<file path="config.mk">
export PLATFORM = sky130hd
export DESIGN_NAME = sdram_arbiter
export DESIGN_NICKNAME = d
export VERILOG_FILES = /design/src/rtl/sdram_arbiter.sv
export SDC_FILE = /design/constraint.sdc
export NUM_CORES = 1
export LEC_CHECK = 0
export CAP_MARGIN = 10
export CORE_MARGIN = 3
export CORE_UTILIZATION = 25
export DETAILED_ROUTE_END_ITERATION = 12
export DONT_BUFFER_PORTS = 1
export PLACE_DENSITY = 0.38
export SKIP_CTS_REPAIR_TIMING = 1
export SLEW_MARGIN = 5
export SYNTH_ARGS = -nofsm -noshare
export SYNTH_HDL_FRONTEND = slang
export SYNTH_SLANG_ARGS = --single-unit
</file>
<file path="constraint.sdc">
create_clock -name clk -period 3.7 [get_ports clk]
set_input_delay 0.185 -clock clk [delete_from_list [all_inputs] [get_ports clk]]
set_output_delay 0.185 -clock clk [all_outputs]
set_load 0.02 [all_outputs]
</file>
<file path="src/rtl/sdram_arbiter.sv">
// sdram_arbiter: two-port (write / read) burst arbiter in front of a full-page
// SDRAM controller. A port is granted one BURST_LEN-beat burst at a time; beat
// strobes from the controller are forwarded only to the granted port and only
// while the burst is in progress.
//
// Build option: define SDRAM_ARB_RR_EN to alternate ports on simultaneous
// requests (the last-granted port loses the tie). Without it the read port
// always wins a tie, because display refresh must never starve.
module sdram_arbiter #(
    parameter int BURST_LEN = 512,
    parameter int ADDR_W    = 15,
    parameter int DATA_W    = 16
) (
    input  logic              clk,
    input  logic              rst_n,

    input  logic              wr_req,
    input  logic [ADDR_W-1:0] wr_addr,
    output logic              wr_ack,
    output logic              wr_done,
    input  logic [DATA_W-1:0] wr_data,
    output logic              wr_data_req,

    input  logic              rd_req,
    input  logic [ADDR_W-1:0] rd_addr,
    output logic              rd_ack,
    output logic              rd_done,
    output logic [DATA_W-1:0] rd_data,
    output logic              rd_data_valid,

    input  logic              ctl_ready,
    output logic              ctl_rw_en,
    output logic              ctl_rw,
    output logic [ADDR_W-1:0] ctl_addr,
    output logic [DATA_W-1:0] ctl_wdata,
    input  logic              ctl_wdata_req,
    input  logic [DATA_W-1:0] ctl_rdata,
    input  logic              ctl_rdata_valid,

    output logic              busy,
    output logic [1:0]        grant
);

    typedef enum logic [1:0] {
        IDLE  = 2'd0,
        ISSUE = 2'd1,
        XFER  = 2'd2,
        DRAIN = 2'd3
    } state_t;

    // Beat counter is 10 bits wide so a full 512-beat page fits with headroom.
    localparam int              CNT_W     = 10;
    localparam logic [CNT_W-1:0] BURST_CNT = CNT_W'(BURST_LEN);

    state_t              state_q, state_d;
    logic [1:0]          grant_q, grant_d;
    logic [ADDR_W-1:0]   addr_q, addr_d;
    logic [CNT_W-1:0]    cnt_q, cnt_d;
    logic                wr_done_q, wr_done_d;
    logic                rd_done_q, rd_done_d;
    // DRAIN bookkeeping: saw_low marks a ready low phase (precharge seen),
    // rdy_seen marks one ready-high cycle already observed in DRAIN.
    logic                saw_low_q, saw_low_d;
    logic                rdy_seen_q, rdy_seen_d;

    logic                pick_rd;
    logic                in_window;
    logic                beat;

`ifdef SDRAM_ARB_RR_EN
    // 1 when the read port received the most recent grant.
    logic                last_rd_q, last_rd_d;

    // Tie-break: the port granted last time yields to the other one.
    always_comb begin
        pick_rd = rd_req & (~wr_req | ~last_rd_q);
    end
`else
    // Tie-break: read port has fixed priority.
    always_comb begin
        pick_rd = rd_req;
    end
`endif

    // Strobes count only inside XFER and only up to the burst length.
    assign in_window = (state_q == XFER) && (cnt_q < BURST_CNT);
    assign beat      = in_window &&
                       ((grant_q[0] && ctl_wdata_req) || (grant_q[1] && ctl_rdata_valid));

    // Next-state and next-register values for the arbitration FSM.
    always_comb begin
        state_d    = state_q;
        grant_d    = grant_q;
        addr_d     = addr_q;
        cnt_d      = cnt_q;
        wr_done_d  = 1'b0;
        rd_done_d  = 1'b0;
        saw_low_d  = saw_low_q;
        rdy_seen_d = rdy_seen_q;
`ifdef SDRAM_ARB_RR_EN
        last_rd_d  = last_rd_q;
`endif
        case (state_q)
            IDLE: begin
                cnt_d      = '0;
                saw_low_d  = 1'b0;
                rdy_seen_d = 1'b0;
                if (ctl_ready && (wr_req || rd_req)) begin
                    state_d = ISSUE;
                    if (pick_rd) begin
                        grant_d = 2'b10;
                        addr_d  = rd_addr;
`ifdef SDRAM_ARB_RR_EN
                        last_rd_d = 1'b1;
`endif
                    end else begin
                        grant_d = 2'b01;
                        addr_d  = wr_addr;
`ifdef SDRAM_ARB_RR_EN
                        last_rd_d = 1'b0;
`endif
                    end
                end
            end
            ISSUE: begin
                state_d = XFER;
            end
            XFER: begin
                if (beat) begin
                    cnt_d = cnt_q + 10'd1;
                    if ((cnt_q + 10'd1) == BURST_CNT) begin
                        wr_done_d = grant_q[0];
                        rd_done_d = grant_q[1];
                        state_d   = DRAIN;
                    end
                end
            end
            DRAIN: begin
                // Leave only after the controller has visibly gone through
                // precharge (low then high) or has stayed ready for two cycles.
                if (!ctl_ready) begin
                    saw_low_d  = 1'b1;
                    rdy_seen_d = 1'b0;
                end else if (saw_low_q || rdy_seen_q) begin
                    state_d = IDLE;
                    grant_d = 2'b00;
                end else begin
                    rdy_seen_d = 1'b1;
                end
            end
            default: begin
                state_d = IDLE;
                grant_d = 2'b00;
            end
        endcase
    end

    // FSM and datapath registers; asynchronous reset aborts any burst at once.
    always_ff @(posedge clk or negedge rst_n) begin
        if (!rst_n) begin
            state_q    <= IDLE;
            grant_q    <= 2'b00;
            addr_q     <= '0;
            cnt_q      <= '0;
            wr_done_q  <= 1'b0;
            rd_done_q  <= 1'b0;
            saw_low_q  <= 1'b0;
            rdy_seen_q <= 1'b0;
        end else begin
            state_q    <= state_d;
            grant_q    <= grant_d;
            addr_q     <= addr_d;
            cnt_q      <= cnt_d;
            wr_done_q  <= wr_done_d;
            rd_done_q  <= rd_done_d;
            saw_low_q  <= saw_low_d;
            rdy_seen_q <= rdy_seen_d;
        end
    end

`ifdef SDRAM_ARB_RR_EN
    // Last-grant memory; starts at the write port so read wins the first tie.
    always_ff @(posedge clk or negedge rst_n) begin
        if (!rst_n) begin
            last_rd_q <= 1'b0;
        end else begin
            last_rd_q <= last_rd_d;
        end
    end
`endif

    assign busy      = (state_q != IDLE);
    assign grant     = grant_q;
    assign ctl_addr  = addr_q;
    assign ctl_rw_en = (state_q == ISSUE);
    assign ctl_rw    = grant_q[1];
    assign wr_ack    = (state_q == ISSUE) && grant_q[0];
    assign rd_ack    = (state_q == ISSUE) && grant_q[1];
    assign wr_done   = wr_done_q;
    assign rd_done   = rd_done_q;

    // Data paths are pure wires; only the strobes are gated by the grant.
    assign ctl_wdata     = wr_data;
    assign wr_data_req   = ctl_wdata_req && grant_q[0] && in_window;
    assign rd_data       = ctl_rdata;
    assign rd_data_valid = ctl_rdata_valid && grant_q[1] && in_window;

endmodule
</file>
## Word-level counts from Yosys, hierarchy flattened

Index checks and enable logic that the tools add are counted.

| word-level totals | value |
|---|---|
| word-level logic and storage cells | 66 |
| input bits | 69 |
| register bits | 33 |

| operators by class | value |
|---|---|
| equal/unequal tests | 11 |
| $add $sub $neg | 1 |
| reduce and logical (&&, ||, !) cells | 22 |
| $lt $le $gt $ge | 1 |
| mux-type cells | 23 |

Operators with widths:

| operator | count |
|---|---|
| 10-bit case mux with 2 select lines | 1 |
| 15-bit 2-to-1 mux | 1 |
| 2-bit 2-to-1 mux | 7 |
| 10-bit by 1-bit adder with 10-bit output, second input constant | 1 |
| 10-bit == test, second input constant | 1 |
| 10-bit less-than comparator, second input constant | 1 |
| 10-bit 2-to-1 mux | 1 |
| 2-bit != test, second input constant | 5 |
| 1-bit logical AND | 9 |
| 1-bit 2-to-1 mux | 9 |
| 2-bit case mux with 4 select lines | 1 |
| 2-bit AND reduction | 4 |
| 2-bit nonzero test | 3 |
| 5-bit AND reduction | 1 |
| 2-bit == test, second input constant | 2 |
| 1-bit case mux with 2 select lines | 2 |
| 2-bit case mux with 2 select lines | 1 |
| 4-bit AND reduction | 1 |
| 1-bit logical OR | 3 |
| 3-bit != test, second input constant | 1 |
| 2-bit by 1-bit == test with 1-bit output, second input constant | 1 |
| 2-bit zero test | 1 |
| 2-bit by 1-bit != test with 1-bit output, second input constant | 1 |

## Logic depth before layout (Yosys ltp)

Gate-level depths: netlist (run 1).

| logic depth | value |
|---|---|
| depth in word-level cells | 5 |
| gate-level depth with buffers | 8 |

## Worst setup path after synthesis (run 1)

Ideal clock, no wire load.

| timing path | value |
|---|---|
| path type | register to register |
| start point | reg cnt_q[0] |
| end point | reg state_q[1] |
| data required time | 3.575 ns |
| path buffers | 0 |
| cell stages (with the launch flop) | 8 |
| path slack | 1.861 ns |
| arrival | 1.713 ns |
| cells stage by stage | dfrtp_1 ha_1 and3_1 xnor2_1 nand3_1 nor3_2 o21ai_2 mux2_4 |

| between the ends | value |
|---|---|
| cells in the longest elaborated chain, start to end | 5 |
| elaborated cells on any way between the ends | 8 |
| classes of those cells | 1 x add/sub; 1 x order compare; 3 x eq/ne; 3 x reduce/logical |

RTL lines:

| item | RTL line | RTL |
|---|---|---|
| from (decl) | 58 | `logic [CNT_W-1:0] cnt_q, cnt_d;` |
| from (signal assigned) | 173 | `cnt_q <= cnt_d;` |
| branches (longest 4 deep; another with 10-bit by 1-bit adder with 10-bit output) | - |  |
| 5-bit AND reduction (no line) * | - |  |
| to (signal assigned) | 170 | `state_q <= state_d;` |
| to (decl) | 55 | `state_t state_q, state_d;` |

Mark *: on every way between the ends.
A chain may end at the register's enable or synchronous reset.

## Worst setup path in the final report (run 1)

| timing path | value |
|---|---|
| start point | reg grant_q[1], in the netlist grant[1] |
| end point | reg state_q[1] |

| between the ends | value |
|---|---|
| cells in the longest elaborated chain, start to end | 5 |

RTL lines:

| item | RTL line | RTL |
|---|---|---|
| from (decl) | 56 | `logic [1:0] grant_q, grant_d;` |
| from (signal assigned) | 171 | `grant_q <= grant_d;` |
| 1-bit logical AND | 88 | `((grant_q[0] && ctl_wdata_req) \|\| (grant_q[1] && ctl_rdata_valid));` |
| 1-bit logical OR | 88 |  |
| 1-bit logical AND | 87 | `assign beat = in_window &&` |
| 2-bit != test (no line) | - |  |
| 5-bit AND reduction (no line) | - |  |

No other way between the ends.

==> results of run 1 <==
[state kept, by name, indices dropped and copies added (netlist names)]
name        cells
ctl_addr       15
cnt_q          10
grant           2
state_q         2
rd_done         1
rdy_seen_q      1
saw_low_q       1
wr_done         1
[power groups by stage]
stage / combinational [mW] / sequential [mW] / clock (mW)
floorplan: 0.0712 / 0.395 / 0
global placement: 0.0193 / 0.398 / 0
detailed placement: 0.0196 / 0.398 / 0
CTS: 0.0195 / 0.391 / 0.368
global route: 0.0359 / 0.392 / 0.381
finish: 0.0302 / 0.390 / 0.352
[per-layer routing]
layer	GRT usage	part of all wire	vias to the layer above
li1	-	-	627
met1	0.111	0.41	596
met2	0.163	0.51	33
met3	0.0311	0.065	6
met4	0.0481	0.011	0
met5	0	0	-
[area by class of cell]
| class | count | area [µm²] | share of cell area |
|---|---|---|---|
| Timing Repair Buffer | 3 | 40.0 | 0.0203 |
| Tap cell | 99 | 124 | 0.0629 |
| Multi-Input combinational cell | 130 | 833 | 0.423 |
| Clock inverter | 3 | 46.3 | 0.0235 |
| Inverter | 8 | 30.0 | 0.0153 |
| Clock buffer | 5 | 68.8 | 0.0350 |
| Sequential cell | 33 | 826 | 0.420 |
[cell usage after synthesis, types with 2 or more instances]
master	n	area share
clkbuf_1	4	0.0077
a31oi_1	2	0.0064
o22ai_1	2	0.0064
o21ai_0	30	0.077
dfrtp_1	33	0.42
nor2_1	10	0.019
xnor2_1	2	0.0089
ha_1	6	0.038
nor3_2	2	0.010
buf_4	33	0.13
o41ai_1	2	0.0089
and2_1	6	0.019
nand4_1	2	0.0064
mux2i_1	15	0.077
buf_2	2	0.0051
a21oi_1	6	0.015
o31ai_1	2	0.0077
and3_1	2	0.0064
nand2_1	26	0.050
nand3_1	2	0.0051
inv_1	8	0.015
[cell usage in the layout (no fill, tap or decap), types with 5 or more instances in the layout]
cell type	synthesis	final
dfrtp_1	33	33
ha_1	6	6
mux2i_1	15	15
clkbuf_8	0	5
o21ai_0	30	30
inv_1	8	8
a21oi_1	6	6
nor2_1	10	10
nand2_1	26	26
and2_1	6	6
[kinds of logic after synthesis]
| family | after synthesis |
|---|---|
| XOR/XNOR | 2 |
| AO/OA/AOI/OAI | 52 |
| AND/OR/NAND/NOR | 54 |
| buffers and inverters | 47 |
| flip-flops | 33 |
| multiplexers | 16 |
| adder cells (fa/ha/maj) | 6 |
[worst max-delay path, cell delays in order (launching register included)]
cell	delay, ns
dfrtp_1	0.70
nand2_2	0.16
a21oi_4	0.26
nand3_1	0.12
nor3_2	0.27
o21ai_2	0.10
mux2_4	0.31
[metrics by stage]
| step | instances | hold WS (ns) |
|---|---|---|
| after floorplan | 210 | -0.111 |
| after global placement | 270 | -0.110 |
| after detailed placement | 270 | -0.110 |
| after CTS | 278 | -0.435 |
| after global routing | 281 | 0.0819 |
| final | 281 | 0.0618 |
[worst max-delay path by stage]
stage	startpoint	cells past startpoint	to
floorplan	cnt_q[0]$_DFFE_PN0P_	7	state_q[1]$_DFFE_PN0P_
global placement	grant[1]$_DFFE_PN0P_	6	state_q[1]$_DFFE_PN0P_
detailed placement	grant[1]$_DFFE_PN0P_	6	state_q[1]$_DFFE_PN0P_
CTS	grant[1]$_DFFE_PN0P_	6	state_q[1]$_DFFE_PN0P_
global route	grant[1]$_DFFE_PN0P_	6	state_q[1]$_DFFE_PN0P_
finish	grant[1]$_DFFE_PN0P_	6	state_q[1]$_DFFE_PN0P_
==> key figures, run 1 <==
Synth
  • Syn avg cell area: a little over 9 µm²
  • Synth warn: 0
  • Synth Area in Compound Gates: 0.161
  • Sequential area share after synthesis: 0.421
  • Post-Synth Adder-Cell Area: 0.0383
  • Ys async rst share: 1.00
  • Post-synthesis simple-gate area fraction: 0.132
  • Seq cells post-synth: 33
  • EDFF count, synth: 0
  • Mux cell area share after synthesis: 0.0842
  • Yosys cell types: 34
  • Xor and xnor area share after synthesis: 0.00893
  • Cell Area, Synth: between 1500 and 2000 µm²
  • Mapped Cells: 210
  • Synth Flop Type: dfrtp_1
  • Main combinational cell family by area after synthesis: compound AO/OA/AOI/OAI gates
  • Syn Nets: roughly 290

Clocking
  • CTS tree: built
  • Clk_lat worst skew: 0.29 ns
  • Clk sinks: 33
  • Num CTS Buffers: 5
  • Clk slew on worst S/H paths: 0.08 ns
  • Htree depth: 2
  • CTS Root Cell: clkbuf_8
  • Clk buf depth: 2

Layout
  • Nets@finish: 256
  • N_diodes: 0
  • Syn-to-layout area delta: 0.319%
  • Design area: about 2000 µm²
  • Fill cells: between 800 and 900
  • Final Core Density: 0.264
  • Share of cells above drive strength 1: 0.104

Routing
  • Post-DR wirelength/cell: 14.9 µm
  • Detail-routed via count per cell: 4.49
  • DRC viols: 0
  • Routed WL: between 4 and 5 mm
  • Drt pass-1 iters: 4
  • DRT iter0 DRCs: 51
  • Via count: between 1,000 and 1,500
  • Post-DRT Antenna Nets: 0

STA
  • Final worst-path cycle share: 0.547
  • RSZ-0062 raised after global routing: false
  • Slew headroom: 0.526
  • Post-route setup slack: 1.68 ns
  • Worst-margin pin slew: just over 0.7 ns
  • Final hold viol count: 0
  • Clock Skew: ~0.0078 ns
  • Final setup TNS: 0 ns
  • Min Tclk post-route: approximately 2 ns
  • Pins over their slew limit: 0
  • Max Freq: about 0.49 GHz
  • Final setup viols: 0

Global route
  • Largest net degree at the start of global routing: 34
  • Vias in the first global route: about 1,300
  • Remaining Overflow, GRT: 0
  • Antenna violations before repair: 0
  • Total Routing Usage GR: 0.0973
  • Global-route wire length before repair: between 6 and 7 mm

Power
  • Sw Ratio: 0.241
  • Net Switching: between 150 and 200 µW
  • Pwr Total: 773 µW
  • Pwr/cell area: 393 nW/µm²
  • Worst-case vdd ir drop: roughly 0.00021 V
  • Leak Pwr: ~0.87 nW
  • Clock share of power: 0.456
  • P_int: 587 µW
  • Comb power frac: 0.039
  • Sequential power share: 0.505

Floorplanning
  • Vert. Die Dim: 94.6 µm
  • Starting Density: 0.263
  • Die W: about 95 µm
  • Row cnt: 31
  • Full die area: 8950 µm²
  • Number of I/O pins: between 100 and 150
  • CORE AREA: approximately 7400 µm²

Setup path
  • Critical Path RT: between 3 and 4 ns
  • CP Capture Type: register
  • CP Max Fanout: 7
  • Reg2Reg Depth: 6
  • R2R setup slack: ~1.7 ns
  • Critical path arrival: around 2.2 ns
  • CP Class: reg -> reg
  • Reg2Reg Launch Point: grant[1]$_DFFE_PN0P_
  • Crit start category: register
  • Worst r2r dst: state_q[1]$_DFFE_PN0P_

Hold path
  • Min-Delay Path Depth: 2
  • Worst hold path class: in -> reg
  • WHS Endpoint: rdy_seen_q$_DFFE_PN0P_
  • Hold path startpoint: ctl_ready

Place
  • Post-DP Area: 1810 µm²
  • Number of I/O port buffers: 0
  • Post-DP HPWL: roughly 3 mm
  • Worst slack, placed: between 1.5 and 2 ns
  • RePlAce Congestion: ~0.76

Flow run
  • MaxCap Viol Count: 0

Outcome
  • Status: finished clean
No activity file was read; power rests on OpenSTA's default activity.
==> inputs of run 2 (changes only) <==
- ABC_AREA: unset -> 1
- PLACE_DENSITY: 0.38 -> 0.4
- clock period: 3.7 -> 1.7 ns (I/O delays scaled with it)
==> run 2 against run 1 <==
  * Critical path depth grew 1
  * Register-to-register slack got worse by 1.5 ns
  * Core utilization rose by 2.3 points
  * Routed wire length grew 11%
  * Clock skew decreased by 0.0018 ns
  * Combinational power increased to 48 times the previous value
  * Sequential cell count did not move
  * Critical path type unchanged
  * Die area up 4.2%
  * Non-clock buffer count increased by 23
  * Hold slack got worse by 0.047 ns
==> key figures, run 2 <==
Outcome
  • Status: finished clean

STA
  • Pins over their slew limit: 0 (unchanged)
  • Slew headroom: 0.836 (+0.310)
  • Final setup TNS: 0 ns (unchanged)
  • Min Tclk post-route: 1.56 ns (-0.460 ns)
  • Clock Skew: 0.00596 ns (-0.00182 ns)
  • Worst-margin pin slew: 0.246 ns (-0.466 ns)
  • Final hold viol count: 0 (unchanged)
  • Final setup viols: 0 (unchanged)
  • Final worst-path cycle share: 0.920 (+0.373)
  • RSZ-0062 raised after global routing: false
  • Max Freq: 0.639 GHz (+29%)

Power
  • Pwr/cell area: 1530 nW/µm² (+290%)
  • Leak Pwr: 0.952 nW (+8.9%)
  • Worst-case vdd ir drop: 0.000399 V (+88%)
  • Pwr Total: 3.46 mW (+350%)

Synth
  • Cell Area, Synth: 2050 µm² (+4.5%)
  • EDFF count, synth: 0 (unchanged)
  • Syn Nets: 319 (+12%)
  • Seq cells post-synth: 33 (unchanged)
  • Ys async rst share: 1.00 (unchanged)
  • Top cells by area, synth: dfrtp_1 40%, buf_4 12%, nand2_1 8.4%
  • Yosys cell types: 27 (-21%)
  • Synth Flop Type: dfrtp_1
  • Syn avg cell area: 8.40 µm² (-10%)
  • Mapped Cells: 244 (+16%)
  • Top cells by count, synth: 46 x nand2_1, 33 x buf_4, 33 x dfrtp_1
  • Yosys top cell by area: dfrtp_1
  • Synth warn: 0 (unchanged)
  • Synth top area share: 0.403 (-0.0180)
  • Most numerous cell in the Yosys netlist: nand2_1
  • Sequential area share after synthesis: 0.403 (-0.0180)

Setup path
  • Worst r2r dst: cnt_q[1]$_DFFE_PN0P_
  • CP Capture Type: register
  • Reg2Reg Depth: 7 (+1)
  • Slowest-stage cell, CP: dfrtp_1
  • Critical path arrival: 1.73 ns (-0.47 ns)
  • CP Max Fanout: 4 (-3)
  • CP Launch Point: state_q[1]$_DFFE_PN0P_
  • Crit start category: register
  • Critical Path Max Stage Delay: 0.43 ns (-0.27 ns)
  • Critical Path RT: 1.87 ns (-2.00 ns)
  • Reg2Reg Launch Point: state_q[1]$_DFFE_PN0P_
  • Buffers and inverters on the worst path: 4 (+4)
  • CP Class: reg -> reg
  • Most used cell, CP: inv_1
  • CP cell instances: inv_1 > ha_1 > inv_1 > buf_4 > o21ai_2 > inv_1 > a32o_1
  • Top delay family on crit path: buffers and inverters
  • R2R setup slack: 0.14 ns (-1.54 ns)

Layout
  • Fin cells: 341 (+21%)
  • FF+latch area: 826 µm² (unchanged)
  • Most common cell after layout, fill and taps aside: nand2_1
  • N_diodes: 0 (unchanged)
  • Final Core Density: 0.287 (+0.0232)
  • Share of cells above drive strength 1: 0.230 (+0.126)
  • Fill cells: 845 (+4.6%)
  • Syn-to-layout area delta: 10.1%
  • Design area: 2260 µm² (+15%)
  • Multi-input logic area: 901 µm² (+8.1%)
  • Most frequent cells in the layout: 46 x nand2_1, 33 x dfrtp_1, 23 x o21ai_0, 21 x buf_4, 20 x inv_1
  • Nets@finish: 314 (+23%)
  • Max FFs per register: 15 (unchanged)

Routing
  • DRC viols: 0 (unchanged)
  • DRT iter0 DRCs: 37 (-27%)
  • Post-DR wirelength/cell: 13.6 µm (-8.7%)
  • Post-DRT Antenna Nets: 0 (unchanged)
  • Detail-routed via count per cell: 4.46 (-0.75%)
  • Routed WL: 4.64 mm (+11%)
  • Drt pass-1 iters: 4 (unchanged)
  • Via count: 1,520 (+20%)

Global route
  • Global-route wire length before repair: 7.02 mm (+4.8%)
  • Vias in the first global route: 1,388 (+8.2%)
  • Total Routing Usage GR: 0.100 (+0.00310)
  • Antenna violations before repair: 0 (unchanged)
  • Largest net degree at the start of global routing: 34 (unchanged)
  • Remaining Overflow, GRT: 0 (unchanged)

Clocking
  • Clk_lat worst skew: 0.28 ns (about the same)
  • Clk buf depth: 2 (unchanged)
  • Clk sinks: 33 (unchanged)
  • CTS tree: built
  • Clk slew on worst S/H paths: 0.07 ns (about the same)
  • Htree depth: 2 (unchanged)
  • Num CTS Buffers: 5 (unchanged)
  • CTS Root Cell: clkbuf_8

Hold path
  • Min-Delay Path Depth: 2 (unchanged)
  • Hold path startpoint: ctl_ready
  • WHS Endpoint: rdy_seen_q$_DFFE_PN0P_
  • Worst hold path class: in -> reg

Place
  • Post-Place Cells: 324 (+20%)
  • Post-DP Area: 2050 µm² (+13%)
  • Number of I/O port buffers: 0 (unchanged)
  • Post-DP HPWL: 3.47 mm (+15%)
  • RePlAce Congestion: 0.750 (-1.8%)

Floorplanning
  • Die W: 96.5 µm (+2.1%)
  • Starting Density: 0.261 (-0.00228)
  • Vert. Die Dim: 96.5 µm (+2.1%)
  • CORE AREA: 7850 µm² (+5.4%)
  • Row cnt: 32 (+3.2%)
  • Number of I/O pins: 127 (unchanged)
  • Full die area: 9320 µm² (+4.2%)

Flow run
  • MaxCap Viol Count: 0 (unchanged)
[run 2: stage by stage]
| stage | setup slack, ns | hold slack [ns] |
|---|---|---|
| floorplan | 0.130 | -0.211 |
| global placement | 0.160 | -0.210 |
| detailed placement | 0.0930 | -0.210 |
| CTS | 0.0369 | -0.521 |
| global route | 0.0154 | 0.0356 |
| finish | 0.135 | 0.0152 |
[run 2: worst max path at each step]
stage / to / cells past startpoint
finish: cnt_q[1]$_DFFE_PN0P_ / 7
global route: state_q[1]$_DFFE_PN0P_ / 10
CTS: wr_data_req / 7
detailed placement: state_q[0]$_DFFE_PN0P_ / 11
global placement: state_q[1]$_DFFE_PN0P_ / 11
floorplan: cnt_q[6]$_DFFE_PN0P_ / 8
[run 2: logic make-up after synthesis]
| kind of cell | synth area share |
|---|---|
| AOI/OAI and AO/OA | 0.155 |
| adders and majority gates | 0.0366 |
| and+or+nand+nor | 0.214 |
| buffers and inverters | 0.174 |
| xor gates and xnor gates | 0.0171 |
| DFF | 0.403 |
[run 2: area by class of cell]
| cell class | count | share of cell area |
|---|---|---|
| timing repair buffer | 26 | 0.101 |
| tap | 102 | 0.0566 |
| clock buffer | 7 | 0.0383 |
| multi-input combinational | 150 | 0.399 |
| inverter | 23 | 0.0383 |
| sequential | 33 | 0.366 |
[run 2: per-layer routing]
layer / vias to the layer above / global-route usage / routed length (µm)
li1: 742 / - / -
met1: 700 / 0.129 / 2060
met2: 70 / 0.155 / 2000
met3: 8 / 0.0341 / 509
met4: 0 / 0.0386 / 71
met5: - / 0 / 0
[run 2: power by group]
group | switching (mW) | total, mW | internal [mW]
registers | 0.387 | 1.42 | 1.04
logic | 0.793 | 1.44 | 0.644
clock network | 0.275 | 0.596 | 0.321
==> inputs of run 3 (changes only) <==
- ABC_AREA: 1 -> unset
- HOLD_SLACK_MARGIN: unset -> 0.02
==> run 3 against run 2 <==
  * Global-route usage rose by 0.078 points
  * Routed wire length fell by 7.7%
  * Final area fell by 3.5%
  * Critical path type unchanged
  * First-iteration DRC count rose by 51%
  * Fmax fell by 10%
  * The run now ends with hold timing, setup timing left
  * Hold slack got worse by 0.018 ns
  * Die area fell by 4.0%
  * Clock-buffer cell count fell by 2
==> key figures, run 3 (synthesized netlist as in run 1, its figures left out) <==
Clocking
  • CTS Root Cell: clkbuf_8
  • Clk buf depth: 2 (unchanged)
  • Clk slew on worst S/H paths: 0.08 ns (about the same)
  • Clk sinks: 33 (unchanged)
  • CTS tree: built
  • Htree depth: 2 (unchanged)
  • Clk_lat worst skew: 0.29 ns (about the same)
  • Num CTS Buffers: 5 (unchanged)

Routing
  • Post-DRT Antenna Nets: 0 (unchanged)
  • Met3 wire length: 319 µm (-37%)
  • Post-DR wirelength/cell: 13.9 µm (+2.5%)
  • Uppermost layer routed: met4
  • Detail-routed via count per cell: 4.49 (+0.63%)
  • Metal2 WL: 2.01 mm (+0.75%)
  • Routed WL: 4.28 mm (-7.7%)
  • DRC viols: 0 (unchanged)
  • DRT iter0 DRCs: 56 (+51%)
  • Drt pass-1 iters: 4 (unchanged)
  • Via count: 1,377 (-9.4%)
  • Wl on met1: 1.87 mm (-9.1%)

Setup path
  • Critical Path RT: 1.88 ns (about the same)
  • Reg2Reg Launch Point: cnt_q[0]$_DFFE_PN0P_
  • CP Capture Type: register
  • Reg2Reg Depth: 7 (unchanged)
  • Critical Path Max Stage Delay: 0.38 ns (-0.05 ns)
  • Crit start category: register
  • CP Class: reg -> reg
  • Critical path arrival: 1.92 ns (+0.19 ns)
  • CP Max Fanout: 4 (unchanged)
  • Slowest-stage cell, CP: dfrtp_1
  • CP cell instances: ha_2 > and3_4 > xnor2_2 > nand3_2 > nor3_2 > o21ai_2 > mux2_4
  • R2R setup slack: -0.05 ns (-0.18 ns)
  • Worst r2r dst: state_q[1]$_DFFE_PN0P_

Global route
  • Total Routing Usage GR: 0.101 (+0.000778)
  • Antenna violations before repair: 0 (unchanged)
  • Global-route wire length before repair: 6.98 mm (-0.50%)
  • Vias in the first global route: 1,418 (+2.2%)
  • Remaining Overflow, GRT: 0 (unchanged)
  • Largest net degree at the start of global routing: 34 (unchanged)

Hold path
  • Worst hold path class: in -> reg
  • Min-Delay Path Depth: 2 (unchanged)
  • WHS Endpoint: ctl_addr[14]$_DFFE_PN0P_
  • Hold path startpoint: wr_addr[14]

STA
  • Clock Skew: 0.00701 ns (+0.00105 ns)
  • Post-route setup slack: -0.0472 ns (-0.183 ns)
  • Max Freq: 0.572 GHz (-10%)
  • Pins over their slew limit: 0 (unchanged)
  • RSZ-0062 raised after global routing: true
  • Final setup viols: 1 (+1)
  • Final worst-path cycle share: 1.03 (+0.107)
  • Slew headroom: 0.744 (-0.0917)
  • Worst hold slack: -0.00226 ns (-0.0175 ns)
  • Worst-margin pin slew: 0.383 ns (+0.137 ns)
  • Final hold viol count: 2 (+2)
  • Min Tclk post-route: 1.75 ns (+0.183 ns)

Layout
  • Share of cells above drive strength 1: 0.250 (+0.0199)
  • Max FFs per register: 15 (unchanged)
  • Most common cell after layout, fill and taps aside: dfrtp_1
  • Final Core Density: 0.292 (+0.00487)
  • Syn-to-layout area delta: 11.0%
  • N_diodes: 0 (unchanged)
  • Nets@finish: 282 (-10%)
  • Fin cells: 307 (-10%)
  • Most frequent cells in the layout: 33 x dfrtp_1, 25 x nand2_1, 24 x o21ai_0, 24 x buf_4, 15 x mux2i_1

Place
  • Post-DP HPWL: 3.06 mm (-12%)
  • Post-Place Cells: 291 (-10%)
  • Number of I/O port buffers: 0 (unchanged)
  • RePlAce Congestion: 0.760 (+1.3%)

Flow run
  • MaxCap Viol Count: 0 (unchanged)

Floorplanning
  • Vert. Die Dim: 94.6 µm (-2.0%)
  • CORE AREA: 7450 µm² (-5.1%)
  • Row cnt: 31 (-3.1%)
  • Full die area: 8950 µm² (-4.0%)
  • Starting Density: 0.263 (+0.00228)
  • Number of I/O pins: 127 (unchanged)
  • Die W: 94.6 µm (-2.0%)

Outcome
  • Status: complete, but fails checks
  • Failing checks: hold timing, setup timing

Power
  • Pwr/cell area: 693 nW/µm² (-55%)
  • Worst-case vdd ir drop: 0.000215 V (-46%)
  • Leak Pwr: 0.994 nW (+4.4%)
-- run 3: changes by cell type in the layout (fill, tap and decap cells not counted), sizes merged, moves of 4 or more --
cell,previous run,this run
nand2,48,27
o21a,16,0
inv,23,8
mux2i,0,15
or2,16,1
a21oi,0,7
and2,0,6
nor2,16,10
o22ai,8,2
o21ai,26,31
nand3,7,3
xor2,4,0
-- run 3: critical path: cells and delay by family (launching register included) --
kind | cells | cell delay [ns]
AO/OA/AOI/OAI | 1 | 0.09
AND/OR/NAND/NOR | 3 | 0.50
multiplexers | 1 | 0.31
XOR/XNOR | 1 | 0.13
flip-flops | 1 | 0.38
adder cells (fa/ha/maj) | 1 | 0.21
-- run 3: stage by stage --
step           cell area (µm²)  setup slack, ns  power, mW  hold slack (ns)  setup TNS (ns)
2_1_floorplan             1970          -0.0692       1.01           -0.211         -0.0692
3_3_place_gp              1980          -0.0287      0.906           -0.210         -0.0465
3_5_place_dp              1980          -0.0734      0.907           -0.210         -0.0734
4_1_cts                   2070          -0.0890       1.52           -0.532         -0.0890
5_1_grt                   2180           -0.124       1.59           0.0201          -0.273
6_report                  2180          -0.0472       1.51         -0.00226         -0.0472
-- run 3: where the power goes --
group          switching [mW]  internal (mW)  leakage (nW)  total, mW
logic                  0.0336         0.0366         0.516     0.0703
clock network           0.307          0.283        0.0439      0.590
registers              0.0427          0.806         0.434      0.849
-- run 3: area by class of cell --
cell class              count  area [µm²]
repair buffers             29         240
flip-flops and latches     33         826
multi-input cells         130         871
fillers                   808        5270
clock buffers               5        68.8
well taps                  99         124
inverters                   8        30.0
clock inverters             3        17.5
-- run 3: how the worst max path moves through the flow --
| stage | start | end | slack, ns | cells past startpoint |
|---|---|---|---|---|
| after detailed placement | cnt_q[1]$_DFFE_PN0P_ | state_q[1]$_DFFE_PN0P_ | -0.07 | 7 |
| after global routing | cnt_q[0]$_DFFE_PN0P_ | state_q[1]$_DFFE_PN0P_ | -0.12 | 7 |
| after floorplan | cnt_q[0]$_DFFE_PN0P_ | state_q[1]$_DFFE_PN0P_ | -0.07 | 7 |
| after global placement | cnt_q[1]$_DFFE_PN0P_ | state_q[1]$_DFFE_PN0P_ | -0.03 | 7 |
| final | cnt_q[0]$_DFFE_PN0P_ | state_q[1]$_DFFE_PN0P_ | -0.05 | 7 |
| after CTS | cnt_q[1]$_DFFE_PN0P_ | state_q[1]$_DFFE_PN0P_ | -0.09 | 7 |
-- run 3: per-layer routing --
metal	vias to the layer above	track usage
met2	38	0.166
met5	-	0
met3	11	0.0319
met4	0	0.0529
li1	680	-
met1	648	0.118
